## config.mk

```make
export PLATFORM = sky130hd
export DESIGN_NAME = bird_physics
export DESIGN_NICKNAME = d
export VERILOG_FILES = /design/src/rtl/bird_pkg.sv /design/src/rtl/key_edge_detect.sv /design/src/rtl/bird_physics.sv
export SDC_FILE = /design/constraint.sdc
export NUM_CORES = 1
export LEC_CHECK = 0
export ABC_CLOCK_PERIOD_IN_PS = 5210
export BUFFER_PORTS_ARGS = -buffer_cell sky130_fd_sc_hd__buf_2
export CAP_MARGIN = 30
export CORE_MARGIN = 5
export CORE_UTILIZATION = 40
export CTS_CLUSTER_SIZE = 24
export DETAILED_ROUTE_END_ITERATION = 10
export PLACE_DENSITY = 0.62
export SETUP_SLACK_MARGIN = 0.15
export SLEW_MARGIN = 20
export SYNTH_ARGS = -nofsm -noshare
export SYNTH_HDL_FRONTEND = slang
export SYNTH_SLANG_ARGS = --single-unit
```

## constraint.sdc

```tcl
create_clock -name frame_clk -period 5.21 [get_ports frame_clk]
set_clock_uncertainty 0.05 [all_clocks]
set_input_delay 1.042 -clock frame_clk [delete_from_list [all_inputs] [get_ports frame_clk]]
set_output_delay 1.042 -clock frame_clk [all_outputs]
set_load 0.02 [all_outputs]
```

## src/rtl/bird_pkg.sv

```systemverilog
// Shared types and default constants for the bird sprite physics.
package bird_pkg;

  // Game-state encoding; values are visible on the game_state port.
  typedef enum logic [1:0] {
    StIdle = 2'd0,
    StFly  = 2'd1,
    StFall = 2'd2,
    StDead = 2'd3
  } bird_state_e;

  localparam int          CoordWDef  = 10;
  localparam int          VelWDef    = 6;
  localparam int          XStartDef  = 100;
  localparam int          YStartDef  = 240;
  localparam int          YMinDef    = 0;
  localparam int          YMaxDef    = 479;
  localparam int          SizeDef    = 16;
  localparam int          GravityDef = 1;
  localparam int          FlapVelDef = -6;
  localparam int          VmaxDef    = 8;
  localparam logic [7:0]  FlapKeyDef = 8'h1A;

  // Velocity plus increment, limited to the terminal (downward) velocity.
  function automatic int vel_sat_add(input int vel, input int inc, input int vmax);
    int sum;
    sum = vel + inc;
    return (sum > vmax) ? vmax : sum;
  endfunction

endpackage

```

## src/rtl/key_edge_detect.sv

```systemverilog
// Single-frame pulse when a given keycode first appears.
module key_edge_detect
  import bird_pkg::*;
#(
  parameter logic [7:0] KEY = FlapKeyDef
) (
  input  logic       frame_clk,
  input  logic       Reset,
  input  logic [7:0] keycode,
  output logic       pulse
);

  logic hit;
  logic hit_q;

  assign hit   = (keycode == KEY);
  assign pulse = hit & ~hit_q;

  // Remember whether the key was down last frame so a held key flaps once.
  always_ff @(posedge frame_clk or posedge Reset) begin
    if (Reset) begin
      hit_q <= 1'b0;
    end else begin
      hit_q <= hit;
    end
  end

endmodule

```

## src/rtl/bird_physics.sv

```systemverilog
// Vertical physics and game-state FSM for the player sprite. X is fixed.
module bird_physics
  import bird_pkg::*;
#(
  parameter int         COORD_W  = CoordWDef,
  parameter int         VEL_W    = VelWDef,
  parameter int         X_START  = XStartDef,
  parameter int         Y_START  = YStartDef,
  parameter int         Y_MIN    = YMinDef,
  parameter int         Y_MAX    = YMaxDef,
  parameter int         SIZE     = SizeDef,
  parameter int         GRAVITY  = GravityDef,
  parameter int         FLAP_VEL = FlapVelDef,
  parameter int         VMAX     = VmaxDef,
  parameter logic [7:0] FLAP_KEY = FlapKeyDef
) (
  input  logic               frame_clk,
  input  logic               Reset,
  input  logic [7:0]         keycode,
  input  logic               collide,
  output logic [COORD_W-1:0] BirdX,
  output logic [COORD_W-1:0] BirdY,
  output logic [COORD_W-1:0] BirdS,
  output logic [VEL_W-1:0]   BirdVel,
  output logic [1:0]         game_state,
  output logic               dead
);

  // Two guard bits keep y_n from wrapping before the clamps look at it.
  localparam int AW = COORD_W + 2;

  localparam logic signed [AW-1:0]    YFloorA = AW'(Y_MAX - SIZE);
  localparam logic signed [AW-1:0]    YMinA   = AW'(Y_MIN);
  localparam logic [COORD_W-1:0]      YStart  = COORD_W'(Y_START);
  localparam logic [COORD_W-1:0]      YLaunch = COORD_W'(Y_START + FLAP_VEL);
  localparam logic [COORD_W-1:0]      YFloor  = COORD_W'(Y_MAX - SIZE);
  localparam logic [COORD_W-1:0]      YMin    = COORD_W'(Y_MIN);
  localparam logic signed [VEL_W-1:0] FlapVel = VEL_W'(FLAP_VEL);

  bird_state_e               state_q, state_d;
  logic [COORD_W-1:0]        y_q, y_d;
  logic signed [VEL_W-1:0]   vel_q, vel_d;
  logic                      dead_q;

  logic                      flap_edge;
  logic signed [VEL_W-1:0]   vel_grav, vel_n;
  logic signed [AW-1:0]      y_n;
  logic                      hit_floor, hit_ceil;

  key_edge_detect #(
    .KEY (FLAP_KEY)
  ) u_flap_edge (
    .frame_clk (frame_clk),
    .Reset     (Reset),
    .keycode   (keycode),
    .pulse     (flap_edge)
  );

  // Semi-implicit step: new velocity first, then position from it.
  always_comb begin
    vel_grav  = VEL_W'(vel_sat_add(int'(vel_q), GRAVITY, VMAX));
    vel_n     = (state_q == StFly && flap_edge) ? FlapVel : vel_grav;
    y_n       = $signed({2'b00, y_q}) + AW'(vel_n);
    hit_floor = (y_n >= YFloorA);
    hit_ceil  = (y_n < YMinA);
  end

  // Next-state and datapath selection.
  always_comb begin
    state_d = state_q;
    y_d     = y_q;
    vel_d   = vel_q;
    unique case (state_q)
      StIdle: begin
        if (flap_edge) begin
          state_d = StFly;
          y_d     = YLaunch;
          vel_d   = FlapVel;
        end
      end
      StFly, StFall: begin
        // A hit freezes the bird in place and wins over flap and clamps.
        if (state_q == StFly && collide) begin
          state_d = StFall;
          vel_d   = '0;
        end else if (hit_floor) begin
          state_d = StDead;
          y_d     = YFloor;
          vel_d   = '0;
        end else if (hit_ceil) begin
          y_d     = YMin;
          vel_d   = '0;
        end else begin
          y_d     = y_n[COORD_W-1:0];
          vel_d   = vel_n;
        end
      end
      StDead: begin
        // Restart only; this flap does not launch.
        if (flap_edge) begin
          state_d = StIdle;
          y_d     = YStart;
          vel_d   = '0;
        end
      end
      default: state_d = StIdle;
    endcase
  end

  // State and output registers; reset values appear without a clock edge.
  always_ff @(posedge frame_clk or posedge Reset) begin
    if (Reset) begin
      state_q <= StIdle;
      y_q     <= YStart;
      vel_q   <= '0;
      dead_q  <= 1'b0;
    end else begin
      state_q <= state_d;
      y_q     <= y_d;
      vel_q   <= vel_d;
      dead_q  <= (state_d == StDead);
    end
  end

  assign BirdX      = COORD_W'(X_START);
  assign BirdS      = COORD_W'(SIZE);
  assign BirdY      = y_q;
  assign BirdVel    = vel_q;
  assign game_state = state_q;
  assign dead       = dead_q;

endmodule

```

==> flow_metrics.py, run 1 <==
metrics = {
    "place": {
        "detailedPlace.worstSlack_ns": 0.195,
        "detailedPlacementHpwl_mm": 3.69,
        "port_buffers": 29,
        "finalWeightedCongestion": 0.832,
    },
    "power_and_ir_drop": {
        "p_clk_share_pct": 7.1,
        "cell_internal_pwr_w": 0.000711,
        "power_switching_w": 0.000770,
        "vdd_ir_drop_max_mv": 0.254,
        "share_comb_of_total_power_pct": 74.0,
        "net_switching_fraction_of_the_power_pct": 52.0,
        "seq_power_share_pct": 18.8,
        "powerDensity_nw_per_um2": 684,
        "p_leak_nw": 0.973,
    },
    "sta": {
        "fin_tns_setup_ns": 0,
        "timing.final.max_slew_violations": 0,
        "final_setup_violating_endpoints": 0,
        "rsz0062_at_grt": "no",
        "post-route-period-util_pct": 91.7,
        "timing_hold_violations_final": 0,
        "layout_setup_ws_ns": 0.434,
        "max_slew_margin_pct": 46.0,
        "worst-slew-pin-transition_ns": 0.804,
        "period_minus_slack_ns": 4.78,
        "max_freq_mhz": 209,
    },
    "logic_synthesis": {
        "synth_enable_flop_cells": 0,
        "async_reset_ff_share_pct": 100,
        "cell_type_with_the_largest_total_area_after_synthesis": "sky130_fd_sc_hd__dfrtp_1",
        "post_synth_main_area_contributors": "sky130_fd_sc_hd__dfrtp_1 20%, sky130_fd_sc_hd__ha_1 12%, sky130_fd_sc_hd__buf_4 7.5%, sky130_fd_sc_hd__a21oi_1 5.5%, sky130_fd_sc_hd__dfstp_2 5.3%",
        "ys.warnings.count": 0,
        "post_synth_instance_area_um2": 1990,
        "synthDominantCellAreaShare_pct": 20.1,
        "synth-main-ff-cell": "sky130_fd_sc_hd__dfrtp_1",
        "ys_seq_elements": 20,
        "portion_of_the_post_synthesis_area_used_by_sequential_elements_pct": 25.4,
        "post_synth.cell_area_avg_um2": 8.51,
        "yosysUniqueCellTypes": 58,
        "synthCells": 234,
    },
    "routing": {
        "drt.antenna.violating_nets": 0,
        "met3WireLength_um": 226,
        "route.final.wire_length_mm": 4.53,
        "num_vias": 1722,
        "remaining_drc_errors": 0,
        "highest_layer": "met4",
        "drtIter0Drc": 100,
        "wire_per_inst_um": 13.9,
        "viasPerCell": 5.30,
        "drt-met1-wl_mm": 2.00,
        "drt_first_pass_iters": 4,
        "detailroute.wirelength.met2_mm": 2.18,
    },
    "clocking": {
        "clk_latency_ns": 0.26,
        "cts_inserted_buffers": 3,
        "post_cts_hold_fix_bufs": 0,
        "htree_levels": 1,
        "clk_transition_reported_paths_ns": 0.07,
        "post_cts.resized_instances": 0,
        "clock-sinks": 20,
        "cts_setup_buffers": 0,
        "root_buffer": "sky130_fd_sc_hd__clkbuf_8",
        "clock_tree_buffer_depth": 2,
        "tritoncts_clock_tree": "built",
    },
    "final_layout": {
        "area_delta_synth_final_pct": 8.73,
        "final_design_utilization_pct": 45.3,
        "nets": 290,
        "antenna_diode_count": 0,
        "final_layout_size_suffix_gt1_share_pct": 22.1,
    },
    "die": {
        "die_width_um": 80.6,
        "die-area_um2": 6490,
        "effective_utilization_at_floorplan_pct": 41.6,
        "floorplan.core_area_um2": 4790,
        "num_ports": 50,
        "rows": 25,
        "chipHeight_um": 80.6,
    },
    "setup_path": {
        "worst_r2r_path_depth": 20,
        "worst_reg2reg_path_endpoint": "BirdY[2]$_DFFE_PP0P_",
        "path_class": "in2reg",
        "beginning_of_the_worst_register_to_register_path": "BirdVel[0]$_DFFE_PP0P_",
        "required_time_reported_for_the_critical_path_endpoint_ns": 5.33,
        "worst_setup_path_end_kind": "flip-flop",
        "critical_path_startpoint_category": "input pin",
        "reg2reg_slack_ns": 0.64,
        "worst-path-max-fanout": 8,
        "timing.critical_path.arrival_ns": 4.90,
    },
    "global_route": {
        "grt_first_pass_wirelength_mm": 7.56,
        "globalRouteOverflowTotal": 0,
        "track_usage_pct": 14.4,
        "first_global_vias": 1612,
        "grt_start_max_net_pins": 21,
        "grt_antenna_before_repair": 0,
    },
    "job": {
        "drv_cap": 0,
    },
    "hold_path": {
        "hold-path-cell-count": 2,
        "min_delay_worst_endpoint": "BirdY[7]$_DFFE_PP1P_",
        "min-delay-start": "BirdY[7]$_DFFE_PP1P_",
        "hold_class": "reg2reg",
    },
    "run_status": {
        "run_status": "finished clean",
    },
}
cells by family after synthesis:
| group | count (synthesis) | synth area share [%] |
|---|---|---|
| xor gates and xnor gates | 9 | 3.96 |
| DFF | 20 | 25.4 |
| adders and majority gates | 20 | 12.9 |
| other | 2 | 0.377 |
| AOI/OAI and AO/OA | 77 | 27.8 |
| and+or+nand+nor | 60 | 16.6 |
| buffers and inverters | 46 | 12.9 |
flip-flops by register name, summed over array words and instances, names as in the netlist:
| register | cells |
|---|---|
| BirdY | 10 |
| BirdVel | 6 |
| game_state | 2 |
| dead | 1 |
| u_flap_edge.hit_q | 1 |
cells in the mapped netlist (2+ instances only):
library cell and number:
sky130_fd_sc_hd__a21oi_1 22, sky130_fd_sc_hd__buf_4 20, sky130_fd_sc_hd__ha_1 19, sky130_fd_sc_hd__dfrtp_1 16, sky130_fd_sc_hd__nor2_1 16, sky130_fd_sc_hd__inv_1 14
sky130_fd_sc_hd__o21ai_0 11, sky130_fd_sc_hd__clkbuf_1 9, sky130_fd_sc_hd__nor3_1 9, sky130_fd_sc_hd__xnor2_1 9, sky130_fd_sc_hd__nand2_1 8, sky130_fd_sc_hd__nand2b_1 6
sky130_fd_sc_hd__dfstp_2 4, sky130_fd_sc_hd__a211oi_1 3, sky130_fd_sc_hd__a21o_1 3, sky130_fd_sc_hd__a221o_2 3, sky130_fd_sc_hd__a311oi_1 3, sky130_fd_sc_hd__nand3_1 3
sky130_fd_sc_hd__o21a_1 3, sky130_fd_sc_hd__or3_1 3, sky130_fd_sc_hd__a22oi_1 2, sky130_fd_sc_hd__a31o_2 2, sky130_fd_sc_hd__a31oi_1 2, sky130_fd_sc_hd__a32o_1 2
sky130_fd_sc_hd__and2_1 2, sky130_fd_sc_hd__buf_2 2, sky130_fd_sc_hd__conb_1 2, sky130_fd_sc_hd__nor2b_1 2, sky130_fd_sc_hd__o211ai_1 2, sky130_fd_sc_hd__o21bai_1 2
sky130_fd_sc_hd__o22ai_1 2, sky130_fd_sc_hd__o31ai_1 2
power groups by stage:
stage,clock network [W],logic (W),registers (W)
2_1_floorplan,0,0.000830,0.000319
3_3_place_gp,0,0.00109,0.000285
3_5_place_dp,0,0.00109,0.000284
4_1_cts,0.000111,0.00110,0.000281
5_1_grt,0.000116,0.00122,0.000289
6_report,0.000106,0.00110,0.000279
per-layer routing:
metal	GRT usage (%)	vias up
li1	-	853
met1	19.0	811
met2	23.4	47
met3	3.25	11
met4	4.39	0
met5	0	-
worst max-delay path, cell delays in order:
cell	delay (ns)
sky130_fd_sc_hd__buf_2	0.09
sky130_fd_sc_hd__nor4bb_1	0.41
sky130_fd_sc_hd__and4_1	0.37
sky130_fd_sc_hd__nand2b_1	0.29
sky130_fd_sc_hd__ha_1	0.31
sky130_fd_sc_hd__a21oi_1	0.24
sky130_fd_sc_hd__nand2_1	0.15
sky130_fd_sc_hd__and3_4	0.22
sky130_fd_sc_hd__o21a_1	0.15
sky130_fd_sc_hd__o21ai_0	0.13
sky130_fd_sc_hd__nand2b_1	0.07
sky130_fd_sc_hd__ha_1	0.34
sky130_fd_sc_hd__or3_1	0.50
sky130_fd_sc_hd__nor2_1	0.31
sky130_fd_sc_hd__a22oi_1	0.16
sky130_fd_sc_hd__o31ai_2	0.11
how the worst max path moves through the flow:
stage / to / startpoint / cells past startpoint / slack, ns
final: BirdY[2]$_DFFE_PP0P_ / keycode[2] / 16 / 0.43
after global routing: BirdY[2]$_DFFE_PP0P_ / keycode[2] / 16 / 0.15
after CTS: BirdY[2]$_DFFE_PP0P_ / keycode[2] / 16 / 0.46
after detailed placement: BirdY[2]$_DFFE_PP0P_ / keycode[2] / 16 / 0.19
after global placement: BirdY[2]$_DFFE_PP0P_ / keycode[2] / 16 / 0.29
after floorplan: BirdY[2]$_DFFE_PP0P_ / keycode[2] / 17 / 0.67
layout make-up:
| class | instances | area, µm² |
|---|---|---|
| repair buffers | 34 | 183 |
| flip-flops and latches | 20 | 505 |
| multi-input cells | 186 | 1300 |
| well taps | 67 | 83.8 |
| clock buffers | 4 | 45.0 |
| fillers | 491 | 2620 |
| inverters | 14 | 52.6 |
layout by cell type, fill, tap and decap left out, types with 6 or more instances in the layout:
cell type and instances:
sky130_fd_sc_hd__inv_1 14, sky130_fd_sc_hd__conb_1 20, sky130_fd_sc_hd__nor2_1 16, sky130_fd_sc_hd__nand2b_1 6, sky130_fd_sc_hd__dfrtp_1 16, sky130_fd_sc_hd__nand2_1 8, sky130_fd_sc_hd__o21ai_0 11, sky130_fd_sc_hd__ha_1 19
sky130_fd_sc_hd__xnor2_1 9, sky130_fd_sc_hd__buf_2 29, sky130_fd_sc_hd__nor3_1 9, sky130_fd_sc_hd__a21oi_1 22
metrics by stage:
stage / hold WS, ns / std cells / power, W / area (µm²)
2_1_floorplan: 0.510 / 252 / 0.00115 / 2060
3_3_place_gp: 0.503 / 321 / 0.00137 / 2120
3_5_place_dp: 0.496 / 321 / 0.00138 / 2120
4_1_cts: 0.510 / 325 / 0.00149 / 2170
5_1_grt: 0.552 / 325 / 0.00163 / 2170
6_report: 0.508 / 325 / 0.00148 / 2170
Note: power is estimated with default switching activity, not from simulation.
==> run 2: changes to the inputs <==
ABC_CLOCK_PERIOD_IN_PS = 5800   (was 5210)
GPL_TIMING_DRIVEN = 0   (was unset)
RECOVER_POWER = 100   (was unset)
clock period = 5.8 ns   (was 5.21 ns; I/O delays follow)
==> flow_metrics.py, run 2 (synthesis results as in run 1) <==
metrics = {
    "sta": {
        "timing_hold_violations_final": 0,
        "max_freq_mhz": 189,
        "rsz0062_at_grt": "no",
        "final_setup_violating_endpoints": 0,
        "worst-slew-pin-transition_ns": 0.774,
        "max_slew_margin_pct": 48.3,
        "period_minus_slack_ns": 5.28,
        "timing.final.max_slew_violations": 0,
        "post-route-period-util_pct": 91.0,
        "layout_setup_ws_ns": 0.521,
        "fin_tns_setup_ns": 0,
    },
    "place": {
        "detailedPlacementHpwl_mm": 3.65,
        "detailedPlace.worstSlack_ns": 0.343,
        "finalWeightedCongestion": 0.774,
        "port_buffers": 29,
    },
    "final_layout": {
        "final_layout_size_suffix_gt1_share_pct": 18.6,
        "largest_register_ffs": 10,
        "antenna_diode_count": 0,
        "layout_commonest_cell": "sky130_fd_sc_hd__clkbuf_1",
        "area_delta_synth_final_pct": 15.5,
        "nets": 317,
        "most-common-layout-cells": "30 x sky130_fd_sc_hd__clkbuf_1, 22 x sky130_fd_sc_hd__a21oi_1, 20 x sky130_fd_sc_hd__buf_4, 20 x sky130_fd_sc_hd__conb_1, 19 x sky130_fd_sc_hd__ha_1",
    },
    "die": {
        "die_width_um": 80.6,
        "num_ports": 50,
        "chipHeight_um": 80.6,
        "floorplan.core_area_um2": 4790,
        "rows": 25,
        "die-area_um2": 6490,
        "effective_utilization_at_floorplan_pct": 41.6,
    },
    "global_route": {
        "grt_antenna_before_repair": 0,
        "track_usage_pct": 15.2,
        "grt_first_pass_wirelength_mm": 7.86,
        "globalRouteOverflowTotal": 0,
        "first_global_vias": 1665,
        "grt_start_max_net_pins": 21,
    },
    "power_and_ir_drop": {
        "seq_power_share_pct": 17.9,
        "p_clk_share_pct": 8.1,
        "power_switching_w": 0.000695,
        "vdd_ir_drop_max_mv": 0.350,
        "share_comb_of_total_power_pct": 74.0,
        "cell_internal_pwr_w": 0.000638,
        "net_switching_fraction_of_the_power_pct": 52.2,
        "p_leak_nw": 1.00,
        "powerDensity_nw_per_um2": 579,
    },
    "routing": {
        "drt.antenna.violating_nets": 0,
        "num_vias": 1765,
        "viasPerCell": 5.01,
        "drtIter0Drc": 88,
        "remaining_drc_errors": 0,
        "wire_per_inst_um": 13.2,
        "drt_first_pass_iters": 4,
        "route.final.wire_length_mm": 4.64,
    },
    "setup_path": {
        "critPathLaunch": "keycode[2]",
        "worst-path-max-fanout": 10,
        "required_time_reported_for_the_critical_path_endpoint_ns": 5.95,
        "critical_path_startpoint_category": "input pin",
        "timing.critical_path.arrival_ns": 5.43,
        "worst_setup_path_end_kind": "flip-flop",
        "beginning_of_the_worst_register_to_register_path": "BirdVel[1]$_DFFE_PP0P_",
        "path_class": "in2reg",
        "worst_r2r_path_depth": 20,
    },
    "hold_path": {
        "min-delay-start": "BirdY[6]$_DFFE_PP1P_",
        "hold-path-cell-count": 2,
        "hold_class": "reg2reg",
    },
    "clocking": {
        "clk_transition_reported_paths_ns": 0.08,
        "post_cts_hold_fix_bufs": 0,
        "root_buffer": "sky130_fd_sc_hd__clkbuf_8",
        "clk_latency_ns": 0.26,
        "tritoncts_clock_tree": "built",
        "cts_setup_buffers": 0,
        "clock-sinks": 20,
        "htree_levels": 1,
        "cts_inserted_buffers": 3,
        "clock_tree_buffer_depth": 2,
        "post_cts.resized_instances": 0,
    },
    "run_status": {
        "run_status": "finished clean",
    },
    "job": {
        "drv_cap": 0,
    },
}
-- run 2: layout make-up --
type	instances	area, µm²
Fill cell	521	2480
Multi-Input combinational cell	186	1290
Sequential cell	20	505
Buffer	32	196
Timing Repair Buffer	29	121
Tap cell	67	83.8
Clock buffer	4	55.1
Inverter	14	52.6
-- run 2: metrics by stage --
| step | util (%) | area, µm² | instances | power (W) | hold WS (ns) |
|---|---|---|---|---|---|
| after CTS | 49.0 | 2340 | 352 | 0.00138 | 0.503 |
| after global placement | 47.8 | 2290 | 348 | 0.00125 | 0.490 |
| after floorplan | - | 2060 | 252 | 0.00103 | 0.510 |
| final | 48.1 | 2300 | 352 | 0.00133 | 0.505 |
| after detailed placement | 47.8 | 2290 | 348 | 0.00126 | 0.478 |
| after global routing | 48.1 | 2300 | 352 | 0.00148 | 0.533 |
-- run 2: path summary, 6_finish.rpt --
path                                          end  slack [ns]
hold reg to reg              BirdY[6]$_DFFE_PP1P_        0.50
max in group asynchronous    BirdY[9]$_DFFE_PP0P_        4.24
setup reg to reg           BirdVel[2]$_DFFE_PP0P_        0.71
min in group asynchronous  BirdVel[4]$_DFFE_PP0P_        0.98
hold / removal               BirdY[6]$_DFFE_PP1P_        0.50
setup / recovery           BirdVel[2]$_DFFE_PP0P_        0.52
-- run 2: layer usage --
metal / global-route usage, % / wire length (µm) / up-vias
li1: - / - / 914
met1: 22.0 / 2190 / 811
met2: 24.2 / 2220 / 38
met3: 2.91 / 219 / 2
met4: 1.52 / 15 / 0
met5: 0 / 0 / -
-- run 2: power by group through the flow --
stage	logic, W	clock network (W)	registers, W
2_1_floorplan	0.000746	0	0.000286
3_3_place_gp	0.00101	0	0.000242
3_5_place_dp	0.00102	0	0.000241
4_1_cts	0.00103	0.000111	0.000238
5_1_grt	0.00111	0.000118	0.000247
6_report	0.000986	0.000109	0.000238
-- run 2: critical path, cell delays in order --
cell and delay, ns:
sky130_fd_sc_hd__buf_2 0.10, sky130_fd_sc_hd__nor4bb_1 0.41, sky130_fd_sc_hd__and4_1 0.25, sky130_fd_sc_hd__clkbuf_1 0.23
sky130_fd_sc_hd__nand2b_1 0.42, sky130_fd_sc_hd__ha_1 0.34, sky130_fd_sc_hd__a21oi_1 0.18, sky130_fd_sc_hd__o211ai_1 0.18
sky130_fd_sc_hd__and3_4 0.22, sky130_fd_sc_hd__o21a_1 0.16, sky130_fd_sc_hd__o21ai_0 0.17, sky130_fd_sc_hd__nand2b_1 0.09
sky130_fd_sc_hd__ha_1 0.34, sky130_fd_sc_hd__or3_1 0.36, sky130_fd_sc_hd__clkbuf_1 0.21, sky130_fd_sc_hd__nor2_1 0.36
sky130_fd_sc_hd__a32o_1 0.25
